===== config.mk =====
export PLATFORM = sky130hd
export DESIGN_NAME = tile_turn_scheduler
export DESIGN_NICKNAME = d
export VERILOG_FILES = /design/src/rtl/tile_turn_scheduler.sv
export SDC_FILE = /design/constraint.sdc
export NUM_CORES = 1
export LEC_CHECK = 0
export CORE_ASPECT_RATIO = 0.6
export CORE_MARGIN = 5
export CORE_UTILIZATION = 30
export CTS_CLUSTER_DIAMETER = 120
export CTS_CLUSTER_SIZE = 12
export DETAILED_ROUTE_END_ITERATION = 8
export PLACE_DENSITY = 0.64
export SLEW_MARGIN = 20
export SYNTH_ARGS = -nofsm -noshare
export SYNTH_HDL_FRONTEND = slang
export SYNTH_SLANG_ARGS = --single-unit

===== constraint.sdc =====
create_clock -name i_clock -period 3.3 [get_ports i_clock]
set_clock_uncertainty 0.15 [all_clocks]
set_input_delay 0.66 -clock i_clock [delete_from_list [all_inputs] [get_ports i_clock]]
set_output_delay 0.66 -clock i_clock [all_outputs]
set_load 0.01 [all_outputs]

===== src/rtl/tile_turn_scheduler.sv =====
`default_nettype none
// ============================================================================
// Module   : tile_turn_scheduler
// Purpose  : Walks the backtracking search across the grid's tiles. Holds the
//            cursor (index of the tile in control), grants a one-hot turn to
//            that tile, skips pre-filled tiles, advances on a forward pass,
//            retreats on a backward pass and reports done/success.
// Revision : 1.0 - initial release
// ----------------------------------------------------------------------------
// Ports
//   i_clock       system clock, all state updates on posedge
//   i_reset       synchronous active-high reset
//   i_start       level; starts a solve when idle or done
//   i_givens      bit i high = tile i pre-filled, never granted a turn
//   i_pass_fwd    granted tile committed a value; move to next tile
//   i_pass_back   granted tile exhausted candidates; move to previous tile
//   o_my_turn     one-hot turn grant, zero outside the waiting state
//   o_from_back   turn arrived by retreat (resume) rather than advance
//   o_cursor      current tile index
//   o_busy        search in progress
//   o_done        search finished
//   o_success     valid with o_done; high = solved
//   o_backtracks  saturating count of accepted backward passes
// ============================================================================
module tile_turn_scheduler #(
    parameter int NUM_TILES = 81,
    parameter int IDX_W     = 7,
    parameter int CNT_W     = 16
) (
    input  logic                 i_clock,
    input  logic                 i_reset,
    input  logic                 i_start,
    input  logic [NUM_TILES-1:0] i_givens,
    input  logic                 i_pass_fwd,
    input  logic                 i_pass_back,
    output logic [NUM_TILES-1:0] o_my_turn,
    output logic                 o_from_back,
    output logic [IDX_W-1:0]     o_cursor,
    output logic                 o_busy,
    output logic                 o_done,
    output logic                 o_success,
    output logic [CNT_W-1:0]     o_backtracks
);

    typedef enum logic [2:0] {
        S_IDLE      = 3'd0,
        S_SEEK_FWD  = 3'd1,
        S_SEEK_BACK = 3'd2,
        S_WAIT      = 3'd3,
        S_DONE      = 3'd4
    } state_t;

    // The givens vector is widened to the full cursor range so that indexing
    // with the cursor is always in bounds, including cursor == NUM_TILES.
    localparam int               c_EXT_W   = 2 ** IDX_W;
    localparam logic [IDX_W-1:0] c_END_IDX = IDX_W'(NUM_TILES);

    state_t             r_state;
    state_t             w_state_nxt;
    logic [IDX_W-1:0]   r_cursor;
    logic [IDX_W-1:0]   w_cursor_nxt;
    logic               r_from_back;
    logic               w_from_back_nxt;
    logic               r_success;
    logic               w_success_nxt;
    logic [CNT_W-1:0]   r_backtracks;
    logic [CNT_W-1:0]   w_backtracks_nxt;

    logic [c_EXT_W-1:0] w_givens_ext;
    logic               w_cur_given;
    logic               w_at_end;
    logic               w_at_zero;
    logic [CNT_W-1:0]   w_bt_inc;

    assign w_givens_ext = {{(c_EXT_W - NUM_TILES){1'b0}}, i_givens};
    assign w_cur_given  = w_givens_ext[r_cursor];
    assign w_at_end     = (r_cursor == c_END_IDX);
    assign w_at_zero    = (r_cursor == '0);
    assign w_bt_inc     = (&r_backtracks) ? r_backtracks
                                          : r_backtracks + CNT_W'(1);

    always_ff @(posedge i_clock) begin
        if (i_reset) begin
            r_state      <= S_IDLE;
            r_cursor     <= '0;
            r_from_back  <= 1'b0;
            r_success    <= 1'b0;
            r_backtracks <= '0;
        end else begin
            r_state      <= w_state_nxt;
            r_cursor     <= w_cursor_nxt;
            r_from_back  <= w_from_back_nxt;
            r_success    <= w_success_nxt;
            r_backtracks <= w_backtracks_nxt;
        end
    end

    always_comb begin
        w_state_nxt      = r_state;
        w_cursor_nxt     = r_cursor;
        w_from_back_nxt  = r_from_back;
        w_success_nxt    = r_success;
        w_backtracks_nxt = r_backtracks;

        case (r_state)
            S_IDLE, S_DONE: begin
                if (i_start) begin
                    w_state_nxt      = S_SEEK_FWD;
                    w_cursor_nxt     = '0;
                    w_from_back_nxt  = 1'b0;
                    w_success_nxt    = 1'b0;
                    w_backtracks_nxt = '0;
                end
            end

            S_SEEK_FWD: begin
                // End check first: past the last tile means every tile holds
                // a value.
                if (w_at_end) begin
                    w_state_nxt   = S_DONE;
                    w_success_nxt = 1'b1;
                end else if (w_cur_given) begin
                    w_cursor_nxt = r_cursor + IDX_W'(1);
                end else begin
                    w_state_nxt     = S_WAIT;
                    w_from_back_nxt = 1'b0;
                end
            end

            S_SEEK_BACK: begin
                if (w_cur_given) begin
                    // Retreating past a given tile 0 leaves nothing to retry.
                    if (w_at_zero) begin
                        w_state_nxt   = S_DONE;
                        w_success_nxt = 1'b0;
                    end else begin
                        w_cursor_nxt = r_cursor - IDX_W'(1);
                    end
                end else begin
                    w_state_nxt     = S_WAIT;
                    w_from_back_nxt = 1'b1;
                end
            end

            S_WAIT: begin
                // A backward pass takes priority over a simultaneous forward one.
                if (i_pass_back) begin
                    w_backtracks_nxt = w_bt_inc;
                    if (w_at_zero) begin
                        w_state_nxt   = S_DONE;
                        w_success_nxt = 1'b0;
                    end else begin
                        w_state_nxt  = S_SEEK_BACK;
                        w_cursor_nxt = r_cursor - IDX_W'(1);
                    end
                end else if (i_pass_fwd) begin
                    w_state_nxt  = S_SEEK_FWD;
                    w_cursor_nxt = r_cursor + IDX_W'(1);
                end
            end

            default: begin
                w_state_nxt = S_IDLE;
            end
        endcase
    end

    generate
        for (genvar gi = 0; gi < NUM_TILES; gi++) begin : g_turn
            assign o_my_turn[gi] = (r_state == S_WAIT) && (r_cursor == IDX_W'(gi));
        end
    endgenerate

    assign o_from_back  = r_from_back && (r_state == S_WAIT);
    assign o_cursor     = r_cursor;
    assign o_busy       = (r_state == S_SEEK_FWD) || (r_state == S_SEEK_BACK)
                       || (r_state == S_WAIT);
    assign o_done       = (r_state == S_DONE);
    assign o_success    = r_success;
    assign o_backtracks = r_backtracks;

endmodule
`default_nettype wire


==> results.json, run 1 <==
{
  "min_from": "o_success",
  "run_status": "finished clean",
  "cp.arrival_ns": 2.36,
  "postCtsSetupRepairBufs": 0,
  "via_per_inst": 5.432,
  "whs_path_depth": 2,
  "post_layout_nonfiller_instances": 785,
  "timing.max_slew.rel_slack_pct": 55.89,
  "num_rows": 29,
  "critPathKind": "reg2out",
  "tightest_pin_transition_ns": 0.6592,
  "synthTopCellsByCount": "sky130_fd_sc_hd__nor2_1, sky130_fd_sc_hd__nand2_1, sky130_fd_sc_hd__dfxtp_1, sky130_fd_sc_hd__nand3_1",
  "cp_data_required_time_ns": 2.49,
  "r2r-end": "o_cursor[0]",
  "first_global_vias": 3783,
  "global_route.peak_usage_layer": "met2",
  "count_of_routing_violations_after_the_opening_detailed_route_iteration": 370,
  "placed_area_um2": 5389,
  "multi_input_comb_area_um2": 2432,
  "core_outline_area_um2": 10490,
  "fin_crit_ns": 3.168,
  "clock_insertion_delay_worst_skew_ns": 0.26,
  "final_min_period_over_clock_period_pct": 96.00,
  "setup_total_negative_slack_ns": 0,
  "cp-start-kind": "flip-flop",
  "yosysUniqueCellTypes": 60,
  "grt_first_pass_wirelength_mm": 21.45,
  "ratio_of_cells_with_drive_above_1_in_the_final_layout_pct": 9.598,
  "gr-usage-all-layers_pct": 20.30,
  "fmax_mhz": 315.7,
  "cap_viol_max_count": 0,
  "drc": 0,
  "drtAntennaViolNets": 0,
  "placedCellCount": 781,
  "worst_hold_path.endpoint": "o_success",
  "clk_pin_slew_worst_paths_ns": 0.07,
  "postSynthRegisterBits": 28,
  "crit_path_frequent_cell": "sky130_fd_sc_hd__nor2_1",
  "syn-cell-area_um2": 3187,
  "synthArstFlopShare_pct": 0,
  "dp_worst_setup_slack_ns": -0.03004,
  "dieHeight_um": 89.84,
  "reg2reg_slack_ns": 0.35,
  "yosys_most_used_dff": "sky130_fd_sc_hd__dfxtp_1",
  "rsz0062_at_grt": "no",
  "htree_num_levels": 1,
  "met2_usage_pct": 31.52,
  "cts_tree": "done",
  "synth_top_area_share_pct": 17.59,
  "antenna_found_initial": 0,
  "worst-r2r-cell-count": 9,
  "yosysTopAreaCell": "sky130_fd_sc_hd__dfxtp_1",
  "drt-wirelength-per-cell_um": 18.05,
  "count_of_synthesis_stage_warnings_from_yosys": 0,
  "timing.hold.worst.class": "reg2reg",
  "top_count_cell_post_synth": "sky130_fd_sc_hd__nor2_1",
  "timing.critical_path.slowest_stage_cell": "sky130_fd_sc_hd__clkdlybuf4s50_1",
  "sequential_cell_area_um2": 566.8,
  "starting_density_of_the_core_pct": 30.39,
  "grt_start_max_net_pins": 22,
  "gp_routability_congestion": 0.9216,
  "fp.dieW_um": 143.1,
  "setup_viol": 0,
  "place.port_buffers": 193,
  "post-route-worst-setup-slack_ns": 0.1321,
  "gr-usage-met3_pct": 2.174,
  "design.die.area_um2": 12850,
  "largest_buffer_count_on_any_clock_path": 2,
  "critPathMaxFanout": 8,
  "finalWirelength_mm": 14.17,
  "timing.critical_path.to_type": "output port",
  "design_area_um2": 5508,
  "boundaryPins": 194,
  "synth.net_count": 545,
  "fill_cells": 978,
  "antenna_cells_inserted": 0,
  "clock-sinks": 28,
  "vdd_drop_max_mv": 0.3182,
  "cts_inserted_buffers": 3,
  "synth.yosys.seq_area_share_pct": 17.59,
  "cp_cell_sequence": "clkinv_1 -> nor2_1 -> buf_4 -> nand3_1 -> nor2_1 -> clkdlybuf4s50_1",
  "startpoint_of_the_worst_register_to_register_path": "o_cursor[0]",
  "final_nets": 738,
  "grt_util_met1_pct": 31.11,
  "area_growth_pct": 72.83,
  "worstPathBufferInverterCount": 3,
  "post-dp-hpwl_mm": 11.64,
  "power.leakage_nw": 1.779,
  "timing.final.hold_violations": 0,
  "synth_top_cells_by_area": "sky130_fd_sc_hd__dfxtp_1, sky130_fd_sc_hd__nor2_1, sky130_fd_sc_hd__mux2i_1, sky130_fd_sc_hd__mux4_2, sky130_fd_sc_hd__nand2_1",
  "timing.final.max_slew_violations": 0,
  "grt.overflow.total": 0,
  "cellPowerDensity_nw_per_um2": 487.8,
  "postSynthCellCount": 454,
  "cts-hold-fix-buffers": 0,
  "hold_ws_ns": 0.3489,
  "syn_avg_cell_area_um2": 7.019,
  "clock_root_buffer": "sky130_fd_sc_hd__clkbuf_16",
  "routed-via-count": 4264,
  "detail_route.first_pass.iterations": 5,
  "slowest_stage_delay_cp_ns": 0.57,
  "synth-edff-count": 0,
  "cpLargestDelayFamily": "buffers and inverters"
}
## flip-flops by register name, indices dropped and copies added, names as in the netlist
name and cells:
r_from_back 1, o_backtracks 16, o_success 1, o_cursor 7, r_state 3
## power by group
part	total (mW)	internal (mW)	leakage [nW]	switching, mW
clock network	0.363	0.242	0.0511	0.122
logic	1.86	0.831	1.50	1.03
registers	0.464	0.388	0.229	0.0757
## worst register-to-register path: cells and delay by family (launching register included)
kind | cells | cell delay (ns)
buffers and inverters | 2 | 0.46
AO/OA/AOI/OAI | 5 | 1.14
flip-flops | 1 | 0.45
multiplexers | 1 | 0.50
AND/OR/NAND/NOR | 1 | 0.19
## worst max path at each step
stage                      start            end  slack (ns)  depth (start not counted)
floorplan            o_cursor[0]    o_cursor[5]        0.12                         11
global placement    i_givens[29]    o_cursor[4]        0.04                          8
detailed placement  i_givens[31]    o_cursor[0]       -0.03                          9
CTS                  o_cursor[0]   o_my_turn[0]        0.04                          6
global route          r_state[1]  o_my_turn[18]        0.01                          5
finish               o_cursor[2]  o_my_turn[69]        0.13                          6
## layer usage
layer	wire [um]	vias up	share of wire, %
met4	90	0	0.64
met5	0	-	0
met2	6277	244	44
met3	1338	8	9.4
met1	6466	2000	46
li1	-	2012	-
## logic make-up after synthesis
kind of cell	Yosys count	synth area share, %
AOI/OAI and AO/OA	78	19.83
xor gates and xnor gates	15	4.123
adders and majority gates	5	1.963
buffers and inverters	47	6.438
DFF	28	17.59
muxes	35	15.04
and+or+nand+nor	246	35.02
## timing repair
action | in CTS | in global routing
gates resized for setup | 2 | 3
pin swaps | 0 | 0
endpoints found under the setup margin | 3 | 10
## through the flow
| step | total power [mW] | utilization, % |
|---|---|---|
| final | 2.686 | 52.52 |
| after global routing | 2.869 | 52.52 |
| after CTS | 2.658 | 52.44 |
| after detailed placement | 2.280 | 51.39 |
| after global placement | 2.256 | 51.39 |
| after floorplan | 1.638 | - |
## final cells by class
type	count	area share, %
multi-input cells	379	44.16
clock inverters	1	0.5452
flip-flops and latches	28	10.29
clock buffers	3	1.363
inverters	9	0.6134
well taps	139	3.158
repair buffers	226	39.87
## placed cells by master, fill, tap and decap left out, types with 6 or more instances in the layout
cell type / instances
sky130_fd_sc_hd__a211oi_1: 11
sky130_fd_sc_hd__a21oi_1: 10
sky130_fd_sc_hd__a22oi_1: 8
sky130_fd_sc_hd__buf_4: 31
sky130_fd_sc_hd__clkdlybuf4s50_1: 193
sky130_fd_sc_hd__dfxtp_1: 25
sky130_fd_sc_hd__inv_1: 8
sky130_fd_sc_hd__mux2i_1: 25
sky130_fd_sc_hd__mux4_2: 9
sky130_fd_sc_hd__nand2_1: 44
sky130_fd_sc_hd__nand3_1: 26
sky130_fd_sc_hd__nand4_1: 6
sky130_fd_sc_hd__nor2_1: 117
sky130_fd_sc_hd__nor3_1: 14
sky130_fd_sc_hd__o21ai_0: 9
sky130_fd_sc_hd__xnor2_1: 12
(Power assumes the default switching activity.)
==> run 2, diff against run 1 <==
--- a/config.mk
+++ b/config.mk
@@ -5,13 +5,14 @@
 export SDC_FILE = /design/constraint.sdc
 export NUM_CORES = 1
 export LEC_CHECK = 0
+export ABC_AREA = 1
 export CORE_ASPECT_RATIO = 0.6
 export CORE_MARGIN = 5
 export CORE_UTILIZATION = 30
 export CTS_CLUSTER_DIAMETER = 120
 export CTS_CLUSTER_SIZE = 12
 export DETAILED_ROUTE_END_ITERATION = 8
-export PLACE_DENSITY = 0.64
+export PLACE_DENSITY = 0.63
 export SLEW_MARGIN = 20
 export SYNTH_ARGS = -nofsm -noshare
 export SYNTH_HDL_FRONTEND = slang
==> results.json, run 2 <==
{
  "finalWirelength_mm": 14.42,
  "grt_util_met1_pct": 28.90,
  "yosysUniqueCellTypes": 40,
  "synthTopCellsByCount": "sky130_fd_sc_hd__nand2_1, sky130_fd_sc_hd__nor2_1, sky130_fd_sc_hd__inv_1, sky130_fd_sc_hd__nand3_1, sky130_fd_sc_hd__dfxtp_1",
  "post_layout_nonfiller_instances": 982,
  "starting_density_of_the_core_pct": 31.14,
  "postCtsSetupRepairBufs": 0,
  "synth_top_area_share_pct": 20.76,
  "syn_avg_cell_area_um2": 5.067,
  "multi_input_comb_area_um2": 2210,
  "setup_total_negative_slack_ns": 0,
  "clock-sinks": 28,
  "gr-usage-met3_pct": 4.926,
  "synthArstFlopShare_pct": 0,
  "cp.arrival_ns": 2.34,
  "count_of_routing_violations_after_the_opening_detailed_route_iteration": 341,
  "cts_tree": "done",
  "yosysTopAreaCell": "sky130_fd_sc_hd__nand2_1",
  "clk_pin_slew_worst_paths_ns": 0.07,
  "cp-start-kind": "flip-flop",
  "power.leakage_nw": 2.349,
  "critPathKind": "reg2out",
  "area_growth_pct": 63.75,
  "detail_route.first_pass.iterations": 8,
  "timing.critical_path.to_type": "output port",
  "ratio_of_cells_with_drive_above_1_in_the_final_layout_pct": 4.389,
  "cts_inserted_buffers": 3,
  "run_status": "finished clean",
  "hold_ws_ns": 0.3302,
  "final_nets": 936,
  "synth-edff-count": 0,
  "worst-r2r-cell-count": 11,
  "synth_top_cells_by_area": "sky130_fd_sc_hd__nand2_1, sky130_fd_sc_hd__nor2_1, sky130_fd_sc_hd__dfxtp_1, sky130_fd_sc_hd__inv_1, sky130_fd_sc_hd__nand3_1",
  "design.die.area_um2": 13430,
  "post-route-worst-setup-slack_ns": 0.1478,
  "clock_insertion_delay_worst_skew_ns": 0.26,
  "final_min_period_over_clock_period_pct": 95.52,
  "grt_first_pass_wirelength_mm": 22.89,
  "clock_root_buffer": "sky130_fd_sc_hd__clkbuf_16",
  "reg2reg_slack_ns": 0.46,
  "setup.worst_path.end": "o_my_turn[0]",
  "syn-cell-area_um2": 3344,
  "cp_data_required_time_ns": 2.49,
  "first_global_vias": 4431,
  "timing.max_slew.rel_slack_pct": 50.16,
  "placed_area_um2": 5388,
  "timing.final.hold_violations": 0,
  "global_route.peak_usage_layer": "met2",
  "drc": 0,
  "top_count_cell_post_synth": "sky130_fd_sc_hd__nand2_1",
  "setup_viol": 0,
  "gp_routability_congestion": 0.9522,
  "post-dp-hpwl_mm": 11.90,
  "largest_buffer_count_on_any_clock_path": 2,
  "cp_cell_sequence": "nor2_4 -> inv_2 -> nor2_2 -> inv_1 -> nor2_4 -> inv_1 -> nor2_1 -> clkdlybuf4s50_1",
  "htree_num_levels": 1,
  "drt-wirelength-per-cell_um": 14.68,
  "slowest_stage_delay_cp_ns": 0.56,
  "design_area_um2": 5477,
  "routed-via-count": 4729,
  "via_per_inst": 4.816,
  "cp-startpoint": "o_cursor[2]",
  "num_rows": 29,
  "cap_viol_max_count": 0,
  "placedCellCount": 979,
  "sequential_cell_area_um2": 563.0,
  "gr-usage-all-layers_pct": 20.49,
  "antenna_found_initial": 0,
  "yosys_most_used_dff": "sky130_fd_sc_hd__dfxtp_1",
  "critPathMaxFanout": 8,
  "dieHeight_um": 91.79,
  "layout.cells.most_common_list": "sky130_fd_sc_hd__clkdlybuf4s50_1, sky130_fd_sc_hd__nand2_1, sky130_fd_sc_hd__nor2_1",
  "grt_start_max_net_pins": 46,
  "postSynthCellCount": 660,
  "fp.dieW_um": 146.3,
  "cts-hold-fix-buffers": 0,
  "boundaryPins": 194,
  "rsz0062_at_grt": "yes",
  "postSynthRegisterBits": 28,
  "r2r-end": "o_cursor[1]",
  "timing.hold.worst.class": "reg2reg",
  "vdd_drop_max_mv": 0.3915,
  "dp_worst_setup_slack_ns": 0.2728,
  "timing.final.max_slew_violations": 0,
  "layout.cells.most_common": "sky130_fd_sc_hd__clkdlybuf4s50_1",
  "place.port_buffers": 193,
  "synth.net_count": 751,
  "fill_cells": 1118,
  "fmax_mhz": 317.2,
  "synth.yosys.seq_area_share_pct": 16.76,
  "fin_crit_ns": 3.152,
  "tightest_pin_transition_ns": 0.7455,
  "antenna_cells_inserted": 0,
  "largest_register_ff_count": 16,
  "grt.overflow.total": 0,
  "met2_usage_pct": 32.67,
  "cellPowerDensity_nw_per_um2": 477.6,
  "core_outline_area_um2": 10740,
  "count_of_synthesis_stage_warnings_from_yosys": 0,
  "drtAntennaViolNets": 0,
  "timing.critical_path.slowest_stage_cell": "sky130_fd_sc_hd__clkdlybuf4s50_1",
  "startpoint_of_the_worst_register_to_register_path": "o_cursor[0]"
}
-- run 2: cell count changes in the layout (fill, tap and decap cells not counted), sizes merged, moves of 22 or more --
cell	delta
buf	-23
mux2i	-25
inv	+107
nor2	+40
nand2	+142
o21ai	+22
-- run 2: how the worst min path moves through the flow --
| stage | endpoint | startpoint | slack (ns) | cells after the start |
|---|---|---|---|---|
| 6_report | r_from_back | r_from_back | 0.33 | 2 |
| 3_3_place_gp | r_from_back | r_from_back | 0.30 | 2 |
| 2_1_floorplan | r_from_back | r_from_back | 0.28 | 2 |
| 4_1_cts | r_from_back | r_from_back | 0.33 | 2 |
| 3_5_place_dp | r_from_back | r_from_back | 0.32 | 2 |
| 5_1_grt | r_from_back | r_from_back | 0.36 | 2 |
-- run 2: worst max-delay path, delay by kind of cell, from the launching register on --
family / cells / cell delay, ns
simple gates: 4 / 0.74
flops: 1 / 0.39
buf+inv: 4 / 0.94
-- run 2: final cells by class --
type	instances	area share [%]
multi-input cells	493	40.35
clock buffers	3	1.371
well taps	139	3.176
inverters	116	8.042
flip-flops and latches	28	10.28
repair buffers	203	36.78
-- run 2: repair_timing --
| action | in CTS | in global routing |
|---|---|---|
| gates resized for setup | 1 | 3 |
| setup endpoints to repair | 2 | 21 |
| pin swaps | 1 | 0 |
-- run 2: where the power goes --
| part | internal (mW) | switching [mW] |
|---|---|---|
| Clock | 0.161 | 0.122 |
| Combinational | 0.659 | 1.20 |
| Sequential | 0.402 | 0.0740 |
| Total | 1.22 | 1.39 |
-- run 2: per-layer routing --
metal / vias up / share of wire [%]
li1: 2384 / -
met1: 2128 / 47
met2: 203 / 43
met3: 14 / 8.7
met4: 0 / 1.0
met5: - / 0
-- run 2: cell families after synthesis --
family	after synthesis	synth area share [%]
adder cells (fa/ha/maj)	5	1.871
AND/OR/NAND/NOR	404	49.12
XOR/XNOR	6	1.572
buffers and inverters	139	17.32
AO/OA/AOI/OAI	78	13.36
flip-flops	28	16.76
-- run 2: metrics by stage --
stage | total power [mW] | util [%]
2_1_floorplan | 1.734 | -
3_3_place_gp | 2.277 | 50.16
3_5_place_dp | 2.292 | 50.16
4_1_cts | 2.586 | 50.87
5_1_grt | 2.864 | 50.99
6_report | 2.616 | 50.99
